**config.mk**
```make
export PLATFORM = sky130hd
export DESIGN_NAME = wb_ctrl_flat
export DESIGN_NICKNAME = d
export VERILOG_FILES = /design/src/rtl/wb_ctrl_if.sv /design/src/rtl/wb_ctrl.sv /design/src/flat_wrapper.sv
export SDC_FILE = /design/constraint.sdc
export NUM_CORES = 1
export LEC_CHECK = 0
export BUFFER_PORTS_ARGS = -buffer_cell sky130_fd_sc_hd__buf_2
export CELL_PAD_IN_SITES_DETAIL_PLACEMENT = 1
export CELL_PAD_IN_SITES_GLOBAL_PLACEMENT = 1
export CORE_MARGIN = 10
export CORE_UTILIZATION = 37
export CTS_CLUSTER_DIAMETER = 120
export DETAILED_ROUTE_END_ITERATION = 8
export HOLD_SLACK_MARGIN = 0.15
export PLACE_DENSITY = 0.72
export SYNTH_ARGS = -nofsm -noshare
export SYNTH_HDL_FRONTEND = slang
export SYNTH_SLANG_ARGS = --single-unit
export TNS_END_PERCENT = 100
```
**constraint.sdc**
```tcl
create_clock -name clk -period 3 [get_ports clk]
set_clock_uncertainty 0.15 [all_clocks]
set_input_delay 0.45 -clock clk [delete_from_list [all_inputs] [get_ports clk]]
set_output_delay 0.45 -clock clk [all_outputs]
set_load 0.01 [all_outputs]
```
**src/rtl/wb_ctrl_if.sv**
```systemverilog
// Writeback controller bus: ALU result, LSU result handshake, issue
// notification, register-file write port and pending-write scoreboard.
interface wb_ctrl_if #(
  parameter int XLEN = 32
);
  logic            i_alu_valid;
  logic [4:0]      i_alu_rd;
  logic [XLEN-1:0] i_alu_data;
  logic            i_lsu_valid;
  logic            o_lsu_ready;
  logic [4:0]      i_lsu_rd;
  logic [XLEN-1:0] i_lsu_data;
  logic            i_issue_flag;
  logic [4:0]      i_issue_rd;
  logic            o_write_flag;
  logic [4:0]      o_write_addr;
  logic [XLEN-1:0] o_write_data;
  logic [31:0]     o_pending;

  modport slave (
    input  i_alu_valid, i_alu_rd, i_alu_data,
    input  i_lsu_valid, i_lsu_rd, i_lsu_data,
    input  i_issue_flag, i_issue_rd,
    output o_lsu_ready, o_write_flag, o_write_addr, o_write_data, o_pending
  );

  modport master (
    output i_alu_valid, i_alu_rd, i_alu_data,
    output i_lsu_valid, i_lsu_rd, i_lsu_data,
    output i_issue_flag, i_issue_rd,
    input  o_lsu_ready, o_write_flag, o_write_addr, o_write_data, o_pending
  );
endinterface

```
**src/rtl/wb_ctrl.sv**
```systemverilog
// Writeback controller: ALU-priority arbitration against a small LSU result
// buffer onto the single register-file write port, plus a pending-write scoreboard.
module wb_ctrl #(
  parameter int XLEN       = 32,
  parameter int FIFO_DEPTH = 2
) (
  input  logic      clk,
  input  logic      rst,
  wb_ctrl_if.slave  bus
);
  localparam int PTR_W = (FIFO_DEPTH > 1) ? $clog2(FIFO_DEPTH) : 1;
  localparam int CNT_W = $clog2(FIFO_DEPTH + 1);

  logic [4:0]      rd_mem_r   [FIFO_DEPTH];
  logic [XLEN-1:0] data_mem_r [FIFO_DEPTH];
  logic [PTR_W-1:0] wptr_r, rptr_r;
  logic [CNT_W-1:0] count_r, count_s;
  logic             ready_r;
  logic             alu_take_s, push_s, pop_s;
  logic             load_s;
  logic [4:0]       load_rd_s;
  logic [XLEN-1:0]  load_data_s;
  logic [31:0]      pending_s;
  logic             flag_r;
  logic [4:0]       addr_r;
  logic [XLEN-1:0]  data_r;
  logic [31:0]      pending_r;

  function automatic logic [PTR_W-1:0] ptr_inc(input logic [PTR_W-1:0] p);
    return (p == PTR_W'(FIFO_DEPTH - 1)) ? {PTR_W{1'b0}} : p + PTR_W'(1);
  endfunction

  assign bus.o_lsu_ready  = ready_r;
  assign bus.o_write_flag = flag_r;
  assign bus.o_write_addr = addr_r;
  assign bus.o_write_data = data_r;
  assign bus.o_pending    = pending_r;

  // Source selection: ALU first, FIFO head only when the ALU has no real write; x0 results vanish here.
  always_comb begin
    alu_take_s  = bus.i_alu_valid && (bus.i_alu_rd != 5'd0);
    push_s      = bus.i_lsu_valid && ready_r && (bus.i_lsu_rd != 5'd0);
    pop_s       = (count_r != {CNT_W{1'b0}}) && !alu_take_s;
    load_s      = 1'b0;
    load_rd_s   = addr_r;
    load_data_s = data_r;
    if (alu_take_s) begin
      load_s      = 1'b1;
      load_rd_s   = bus.i_alu_rd;
      load_data_s = bus.i_alu_data;
    end else if (pop_s) begin
      load_s      = 1'b1;
      load_rd_s   = rd_mem_r[rptr_r];
      load_data_s = data_mem_r[rptr_r];
    end else begin
      load_s      = 1'b0;
    end
  end

  // Next FIFO occupancy and scoreboard; a set on the same rd as the clear wins by ordering.
  always_comb begin
    case ({push_s, pop_s})
      2'b10:   count_s = count_r + CNT_W'(1);
      2'b01:   count_s = count_r - CNT_W'(1);
      default: count_s = count_r;
    endcase
    pending_s = pending_r;
    if (load_s) begin
      pending_s[load_rd_s] = 1'b0;
    end else begin
      pending_s = pending_r;
    end
    if (bus.i_issue_flag && (bus.i_issue_rd != 5'd0)) begin
      pending_s[bus.i_issue_rd] = 1'b1;
    end else begin
      pending_s[0] = 1'b0;
    end
    pending_s[0] = 1'b0;
  end

  // Buffer storage; entries need no reset because pointers and count gate their use.
  always_ff @(posedge clk) begin
    if (push_s) begin
      rd_mem_r[wptr_r]   <= bus.i_lsu_rd;
      data_mem_r[wptr_r] <= bus.i_lsu_data;
    end
  end

  // Control state, output register and scoreboard.
  always_ff @(posedge clk) begin
    if (!rst) begin
      count_r   <= {CNT_W{1'b0}};
      wptr_r    <= {PTR_W{1'b0}};
      rptr_r    <= {PTR_W{1'b0}};
      ready_r   <= 1'b1;
      flag_r    <= 1'b0;
      addr_r    <= 5'd0;
      data_r    <= {XLEN{1'b0}};
      pending_r <= 32'd0;
    end else begin
      count_r   <= count_s;
      ready_r   <= (count_s < CNT_W'(FIFO_DEPTH));
      if (push_s) begin
        wptr_r <= ptr_inc(wptr_r);
      end
      if (pop_s) begin
        rptr_r <= ptr_inc(rptr_r);
      end
      flag_r    <= load_s;
      addr_r    <= load_rd_s;
      data_r    <= load_data_s;
      pending_r <= pending_s;
    end
  end
endmodule

```
**src/flat_wrapper.sv**
```systemverilog
// flat-port wrapper written by rule: the top's interface ports become plain ports
module wb_ctrl_flat 
#(
  parameter int XLEN       = 32,
  parameter int FIFO_DEPTH = 2
)
  (clk, rst, bus_i_alu_valid, bus_i_alu_rd, bus_i_alu_data, bus_i_lsu_valid, bus_i_lsu_rd, bus_i_lsu_data, bus_i_issue_flag, bus_i_issue_rd, bus_o_lsu_ready, bus_o_write_flag, bus_o_write_addr, bus_o_write_data, bus_o_pending);
  wb_ctrl_if #(.XLEN(XLEN)) bus_i ();
  input  logic clk;
  input  logic rst;
  input wire logic [$bits(bus_i.i_alu_valid)-1:0] bus_i_alu_valid;
  input wire logic [$bits(bus_i.i_alu_rd)-1:0] bus_i_alu_rd;
  input wire logic [$bits(bus_i.i_alu_data)-1:0] bus_i_alu_data;
  input wire logic [$bits(bus_i.i_lsu_valid)-1:0] bus_i_lsu_valid;
  input wire logic [$bits(bus_i.i_lsu_rd)-1:0] bus_i_lsu_rd;
  input wire logic [$bits(bus_i.i_lsu_data)-1:0] bus_i_lsu_data;
  input wire logic [$bits(bus_i.i_issue_flag)-1:0] bus_i_issue_flag;
  input wire logic [$bits(bus_i.i_issue_rd)-1:0] bus_i_issue_rd;
  output wire logic [$bits(bus_i.o_lsu_ready)-1:0] bus_o_lsu_ready;
  output wire logic [$bits(bus_i.o_write_flag)-1:0] bus_o_write_flag;
  output wire logic [$bits(bus_i.o_write_addr)-1:0] bus_o_write_addr;
  output wire logic [$bits(bus_i.o_write_data)-1:0] bus_o_write_data;
  output wire logic [$bits(bus_i.o_pending)-1:0] bus_o_pending;
  assign bus_i.i_alu_valid = bus_i_alu_valid;
  assign bus_i.i_alu_rd = bus_i_alu_rd;
  assign bus_i.i_alu_data = bus_i_alu_data;
  assign bus_i.i_lsu_valid = bus_i_lsu_valid;
  assign bus_i.i_lsu_rd = bus_i_lsu_rd;
  assign bus_i.i_lsu_data = bus_i_lsu_data;
  assign bus_i.i_issue_flag = bus_i_issue_flag;
  assign bus_i.i_issue_rd = bus_i_issue_rd;
  assign bus_o_lsu_ready = bus_i.o_lsu_ready;
  assign bus_o_write_flag = bus_i.o_write_flag;
  assign bus_o_write_addr = bus_i.o_write_addr;
  assign bus_o_write_data = bus_i.o_write_data;
  assign bus_o_pending = bus_i.o_pending;
  wb_ctrl #(.XLEN(XLEN), .FIFO_DEPTH(FIFO_DEPTH)) u_core (.clk(clk), .rst(rst), .bus(bus_i));
endmodule
```
==> results.toml, run 1 <==
[outcome]
outcome = "completed"

[route]
vias_per_cell = 5.111
dr.pass1.iters = 4
drtIter0Drc = 266
wire_per_inst_um = 19.93
vias = 5065
drc = 0
drt-total-wl_um = 19750
ant_nets = 0

[critical_path]
cp_data_required_time_ns = 3.16
cp_max_fo = 4
arrival_ns = 2.76
cp-end-kind = "register"
cpMaxStageDelayCell = "dlygate4sd3_1"
crit_chain = "dlygate4sd3_1, buf_2, or4_1, o211ai_1, buf_4, ha_1, nor2_1, xnor2_1, nor2b_1, inv_1"
start_kind = "input port"
critPathKind = "input port to register"
max_stage_delay_ns = 0.56

[sta]
setup_viol = 0
finalHoldViolCount = 0
worstMarginPinSlew_ns = 0.7276
rsz0062_at_grt = "false"
slew_headroom_pct = 51.39
final_max_slew_viol_count = 0
final.period_utilization_pct = 86.78
period_needed_ns = 2.603
tns_ns = 0
fmax_mhz = 384.1

[finish]
final_layout_size_suffix_gt1_share_pct = 27.08
fillers = 1798
final_area_mm2 = 0.008432
nNetsFinal = 840
area_growth_pct = 37.08

[placed_design]
dp_hpwl_um = 13330
io_buffers = 153
place_congestion = 0.7962
placed_cell_area_mm2 = 0.007168

[clock_network]
cts_root_buf = "clkbuf_16"
cts_sinks = 149
cts.repair.resized = 0
worstSkewPairLatency_ns = 0.42
numCtsBuffers = 17
cts_hold_buf = 68
cts_setup_buffers = 0
cts_tree = "yes"
clk_pin_slew_worst_paths_ns = 0.06
htree_levels = 4
clock_path_buffers = 2

[yosys]
syn_inst = 536
ys_ff_latch = 149
syn-num-nets = 621
netlist_area_mm2 = 0.006151
synth_cell_types = 47
syn_avg_cell_area_um2 = 11.48
yosys_warnings = 0
synth_edf_count = 74
ys_seq_area_share_pct = 60.54
ys.flop_type = "dfxtp_1"
async_flop_share_pct = 0

[floorplanning]
die_h_um = 148.9
die_w_um = 148.9
coreArea_mm2 = 0.01647
initial_core_util_pct = 37.36
rows = 47
num_io_pins = 155
die_area_mm2 = 0.02218

[global_route]
grt_use_total_pct = 17.82
grt_pass1_vias = 5720
grt_antenna_before_repair = 3
grt_max_degree = 75
grt-ovfl-total = 0
grt_pass1_wl_um = 31110

[min_path]
hold_path_class = "input port to register"

[pwr]
leakagePower_nw = 3.278
vdd_drop_max_v = 0.0004513
powerDensity_mw_per_mm2 = 777.1

[flow_run]
cap_violations = 0
[synth_stat cells, drive strengths merged (3+ instances only)]
cell type | n | share of area, %
o31ai | 19 | 2.3
nor2 | 12 | 0.73
o21ai | 11 | 1.0
mux2i | 38 | 6.2
nor3 | 6 | 0.49
xnor2 | 3 | 0.43
and3 | 3 | 0.31
mux2 | 3 | 0.55
clkbuf | 23 | 1.4
edfxtp | 74 | 36
o21a | 3 | 0.37
a21boi | 60 | 7.3
nor2b | 4 | 0.41
nand2 | 100 | 6.1
and2 | 11 | 1.1
dfxtp | 75 | 24
a31oi | 3 | 0.31
a21oi | 10 | 0.81
buf | 12 | 1.1
o211ai | 35 | 4.3
nand3b | 3 | 0.37
[report_power, final]
part | internal [W] | switching (W)
Clock | 0.00124 | 0.000846
Combinational | 0.000696 | 0.00112
Sequential | 0.00248 | 0.000159
[worst max-delay path: cells and delay by family]
family	cells	cell delay, ns
compound gates	1	0.18
simple gates	3	0.85
fa+ha+maj	1	0.26
xor+xnor	1	0.08
buf+inv	4	0.94
[registers in the layout, summed over array words and instances, names as in the netlist, named ones only]
name / cells
u_core.bus.o_write_flag: 1
u_core.wptr_r: 1
u_core.bus.o_write_addr: 5
u_core.rptr_r: 1
u_core.data_mem_r: 64
u_core.count_r: 2
u_core.bus.o_pending: 31
u_core.bus.o_write_data: 32
u_core.bus.o_lsu_ready: 1
u_core.rd_mem_r: 10
[routing by layer]
metal	share of wire, %	up-vias	global-route usage [%]
met3	4.2	26	4.703
met1	41	2512	20.20
li1	-	2410	-
met5	0	-	0
met2	53	117	31.07
met4	2.0	0	7.409
[per-stage QoR]
stage | hold WS [ns] | utilization, % | power (W) | setup WS, ns | cells
2_1_floorplan | 0.3415 | - | 0.003800 | 0.1384 | 536
3_3_place_gp | 0.3056 | 43.53 | 0.004350 | 0.4463 | 888
3_5_place_dp | 0.3252 | 43.53 | 0.004420 | 0.3473 | 888
4_1_cts | 0.1630 | 51.16 | 0.006589 | 0.3833 | 988
5_1_grt | 0.1905 | 51.21 | 0.006896 | 0.2159 | 991
6_report | 0.1946 | 51.21 | 0.006552 | 0.3965 | 991
[final cells by class]
class	instances	area [um2]	share of cell area, %
flip-flops and latches	149	3725	44.18
inverters	2	7.507	0.08903
diodes	3	7.507	0.08903
clock inverters	12	128.9	1.528
repair buffers	235	1551	18.40
clock buffers	20	446.7	5.298
well taps	220	275.3	3.265
multi-input cells	350	2290	27.16
[cells in the final DEF, fill, tap and decap left out, types with 4 or more instances in the layout]
master,Yosys,layout
edfxtp_1,74,74
clkbuf_16,0,17
o21ai_0,8,8
a21oi_1,10,10
nand2_1,100,100
nor3_1,6,6
o31ai_1,19,19
nor2_1,12,10
buf_2,8,153
dlygate4sd3_1,0,68
dfxtp_1,75,74
a21boi_0,50,50
mux2i_1,38,38
o211ai_1,35,35
clkinv_2,0,4
buf_4,1,14
nor2b_1,4,4
and2_1,11,11
a21boi_1,10,10
[final timing paths]
| check | startpoint | end | slack [ns] | depth (start not counted) |
|---|---|---|---|---|
| max | bus_i_lsu_rd[0] | u_core.bus.o_lsu_ready$_SDFF_PN1_ | 0.40 | 10 |
| min | bus_i_alu_data[5] | u_core.bus.o_write_data[5]$_SDFFE_PN0N_ | 0.19 | 3 |
| max reg2reg | u_core.count_r[0]$_SDFFE_PN0N_ | u_core.bus.o_pending[17]$_SDFF_PN0_ | 0.68 | 6 |
| min reg2reg | u_core.bus.o_pending[20]$_SDFF_PN0_ | u_core.bus.o_pending[20]$_SDFF_PN0_ | 0.33 | 2 |
[kinds of logic (layout without fill, tap and decap cells)]
group / after synthesis / count (layout) / synth area share, %
compound gates: 155 / 155 / 18.65
xor+xnor: 4 / 4 / 0.5697
fa+ha+maj: 1 / 1 / 0.2034
buf+inv: 37 / 269 / 2.604
flops: 149 / 149 / 60.54
mux: 41 / 41 / 6.733
other cells: 1 / 4 / 0.06097
simple gates: 148 / 148 / 10.64
Note: power is estimated with default switching activity, not from simulation.
==> run 2, diff against run 1 <==
--- a/config.mk
+++ b/config.mk
@@ -5,11 +5,12 @@
 export SDC_FILE = /design/constraint.sdc
 export NUM_CORES = 1
 export LEC_CHECK = 0
+export ABC_AREA = 1
 export BUFFER_PORTS_ARGS = -buffer_cell sky130_fd_sc_hd__buf_2
 export CELL_PAD_IN_SITES_DETAIL_PLACEMENT = 1
 export CELL_PAD_IN_SITES_GLOBAL_PLACEMENT = 1
 export CORE_MARGIN = 10
-export CORE_UTILIZATION = 37
+export CORE_UTILIZATION = 35
 export CTS_CLUSTER_DIAMETER = 120
 export DETAILED_ROUTE_END_ITERATION = 8
 export HOLD_SLACK_MARGIN = 0.15
==> results.toml, run 2 <==
[clock_network]
htree_levels = 4
numCtsBuffers = 17
cts.repair.resized = 0
cts_tree = "yes"
cts_root_buf = "clkbuf_16"
clk_pin_slew_worst_paths_ns = 0.06
cts_sinks = 149
worstSkewPairLatency_ns = 0.42
clock_path_buffers = 2

[finish]
largest-register = "u_core.data_mem_r"
final_area_mm2 = 0.007916
post-route-util_pct = 47.91
final_layout_size_suffix_gt1_share_pct = 26.60
nNetsFinal = 899
largest_reg_flops = 64
instances_no_fill = 1048
fillers = 1911
area_growth_pct = 34.47
mostFrequentLayoutCells = "nand2_1, buf_2, nand3_1"
mostFrequentLayoutCell = "nand2_1"

[placed_design]
dp.cells = 978
place_ws_ns = 0.5355
placed_cell_area_mm2 = 0.006882
place_congestion = 0.8162
io_buffers = 153
dp_hpwl_um = 13420

[yosys]
muxShareOfSynthArea_pct = 0
ys_ff_latch = 149
yosysMostFrequentCell = "nand2_1"
synthAdderAreaFrac_pct = 0.2125
yosys.area_share.simple_pct = 22.74
syn_avg_cell_area_um2 = 9.404
synth-compound-area-share_pct = 9.628
synth_xor_area_share_pct = 0
synth_edf_count = 74
yosys_warnings = 0
ys.flop_type = "dfxtp_1"
syn_inst = 626
ys_top_cells_by_count = "nand2_1, nand3_1, dfxtp_1"
ys_top_cells_by_area = "edfxtp_1, dfxtp_1, nand2_1"
synth_area_leader_cell = "edfxtp_1"
synth_cell_types = 27
synth_top_area_share_pct = 37.75
syn-num-nets = 711
async_flop_share_pct = 0
netlist_area_mm2 = 0.005887
ys_seq_area_share_pct = 63.25
synth_top_family_by_area = "simple AND/OR/NAND/NOR gates"

[critical_path]
critPathKind = "input port to register"
cp_max_fo = 34
cp-end-kind = "register"
startpoint = "bus_i_lsu_rd[0]"
cp_data_required_time_ns = 2.90
worstRegToRegCells = 9
reg2reg_slack_ns = 0.81
rr_endpoint = "u_core.bus.o_pending[17]$_SDFF_PN0_"
arrival_ns = 2.24
crit_end = "u_core.data_mem_r[0][26]$_DFFE_PP_"
start_kind = "input port"

[floorplanning]
die_area_mm2 = 0.02241
die_w_um = 149.7
num_io_pins = 155
rows = 47
coreArea_mm2 = 0.01652
die_h_um = 149.7
initial_core_util_pct = 35.63

[flow_run]
cap_violations = 0

[pwr]
p_comb_share_pct = 20.6
vdd_drop_max_v = 0.0004369
p_switching_w = 0.001873
swShare_pct = 29.92
clkPwrFrac_pct = 38.4
leakagePower_nw = 3.305
internal_power_w = 0.004387
powerDensity_mw_per_mm2 = 790.8
seqPwrFrac_pct = 41.0

[sta]
final_max_slew_viol_count = 0
setup_viol = 0
setup_ws_ns = 0.6667
period_needed_ns = 2.333
finalHoldViolCount = 0
worstMarginPinSlew_ns = 0.7833
rsz0062_at_grt = "false"
final.period_utilization_pct = 77.78
fmax_mhz = 428.6
tns_ns = 0
slew_headroom_pct = 47.58

[global_route]
grt-ovfl-total = 0
grt_use_total_pct = 17.37
grt_max_degree = 65
grt_pass1_wl_um = 30680
grt_pass1_vias = 5738
grt_antenna_before_repair = 1

[route]
drtIter0Drc = 259
dr.pass1.iters = 4
drc = 0
vias_per_cell = 4.975
drt-total-wl_um = 19360
ant_nets = 0
vias = 5214
wire_per_inst_um = 18.47

[min_path]
hold_depth = 3
hold_path_class = "input port to register"

[outcome]
outcome = "completed"
run 2: cell types whose count changed after synthesis, moves of 32 or more:
cell      before  now
nand3_1        0   97
nand2_1      100  169
a21boi_0      50    0
mux2i_1       38    0
o21ai_1        1   34
o211ai_1      35    3
run 2: final cells by class:
cell class	instances	area (um2)	area share [%]
diodes	1	2.502	0.03161
inverters	30	112.6	1.422
clock buffers	18	429.2	5.421
multi-input cells	417	1937	24.47
clock inverters	14	232.7	2.940
repair buffers	199	1204	15.20
flip-flops and latches	149	3724	47.04
well taps	220	275.3	3.477
run 2: per-stage QoR:
step	total power, W	hold WS, ns
after floorplan	0.003338	0.2758
after global placement	0.003798	0.2895
after detailed placement	0.003865	0.3045
after CTS	0.006305	0.1609
after global routing	0.006570	0.1875
final	0.006260	0.1734
run 2: worst min path at each step:
| stage | from | to | slack [ns] |
|---|---|---|---|
| after global placement | u_core.rptr_r$_SDFFE_PN0N_ | u_core.rptr_r$_SDFFE_PN0N_ | 0.29 |
| after detailed placement | u_core.bus.o_pending[9]$_SDFF_PN0_ | u_core.bus.o_pending[9]$_SDFF_PN0_ | 0.30 |
| final | bus_i_alu_data[21] | u_core.bus.o_write_data[21]$_SDFFE_PN0N_ | 0.17 |
| after CTS | bus_i_alu_data[16] | u_core.bus.o_write_data[16]$_SDFFE_PN0N_ | 0.16 |
| after floorplan | u_core.rptr_r$_SDFFE_PN0N_ | register | 0.28 |
| after global routing | bus_i_alu_data[12] | u_core.bus.o_write_data[12]$_SDFFE_PN0N_ | 0.19 |
run 2: kinds of logic after synthesis:
logic type | after synthesis
other cells | 1
simple gates | 304
compound gates | 111
flops | 149
fa+ha+maj | 1
buf+inv | 60
run 2: power groups by stage:
stage	registers [W]	clock network [W]	logic [W]
floorplan	0.00264	0	0.000696
global placement	0.00259	0	0.00121
detailed placement	0.00261	0	0.00126
CTS	0.00257	0.00243	0.00131
global route	0.00260	0.00253	0.00145
finish	0.00257	0.00240	0.00129
run 2: repair_timing:
item | in CTS | in global routing
setup buffers | 0 | 0
hold endpoints to repair | 74 | 0
hold buffers | 37 | 0
run 2: critical path: stages:
cell and delay [ns]:
dlygate4sd3_1 0.55, buf_2 0.15, nor2_1 0.05, nand2_1 0.06, nand3_1 0.25, nor2_4 0.24, buf_4 0.46
run 2: layer usage:
metal  routed length (um)  share of wire [%]  GRT usage [%]  vias to the layer above
met5                    0                  0              0                        -
met4                  298                1.5          6.268                        0
met3                 1127                5.8          5.133                       25
met2                 9912                 51          30.51                      135
met1                 8017                 41          19.54                     2535
li1                     -                  -              -                     2519
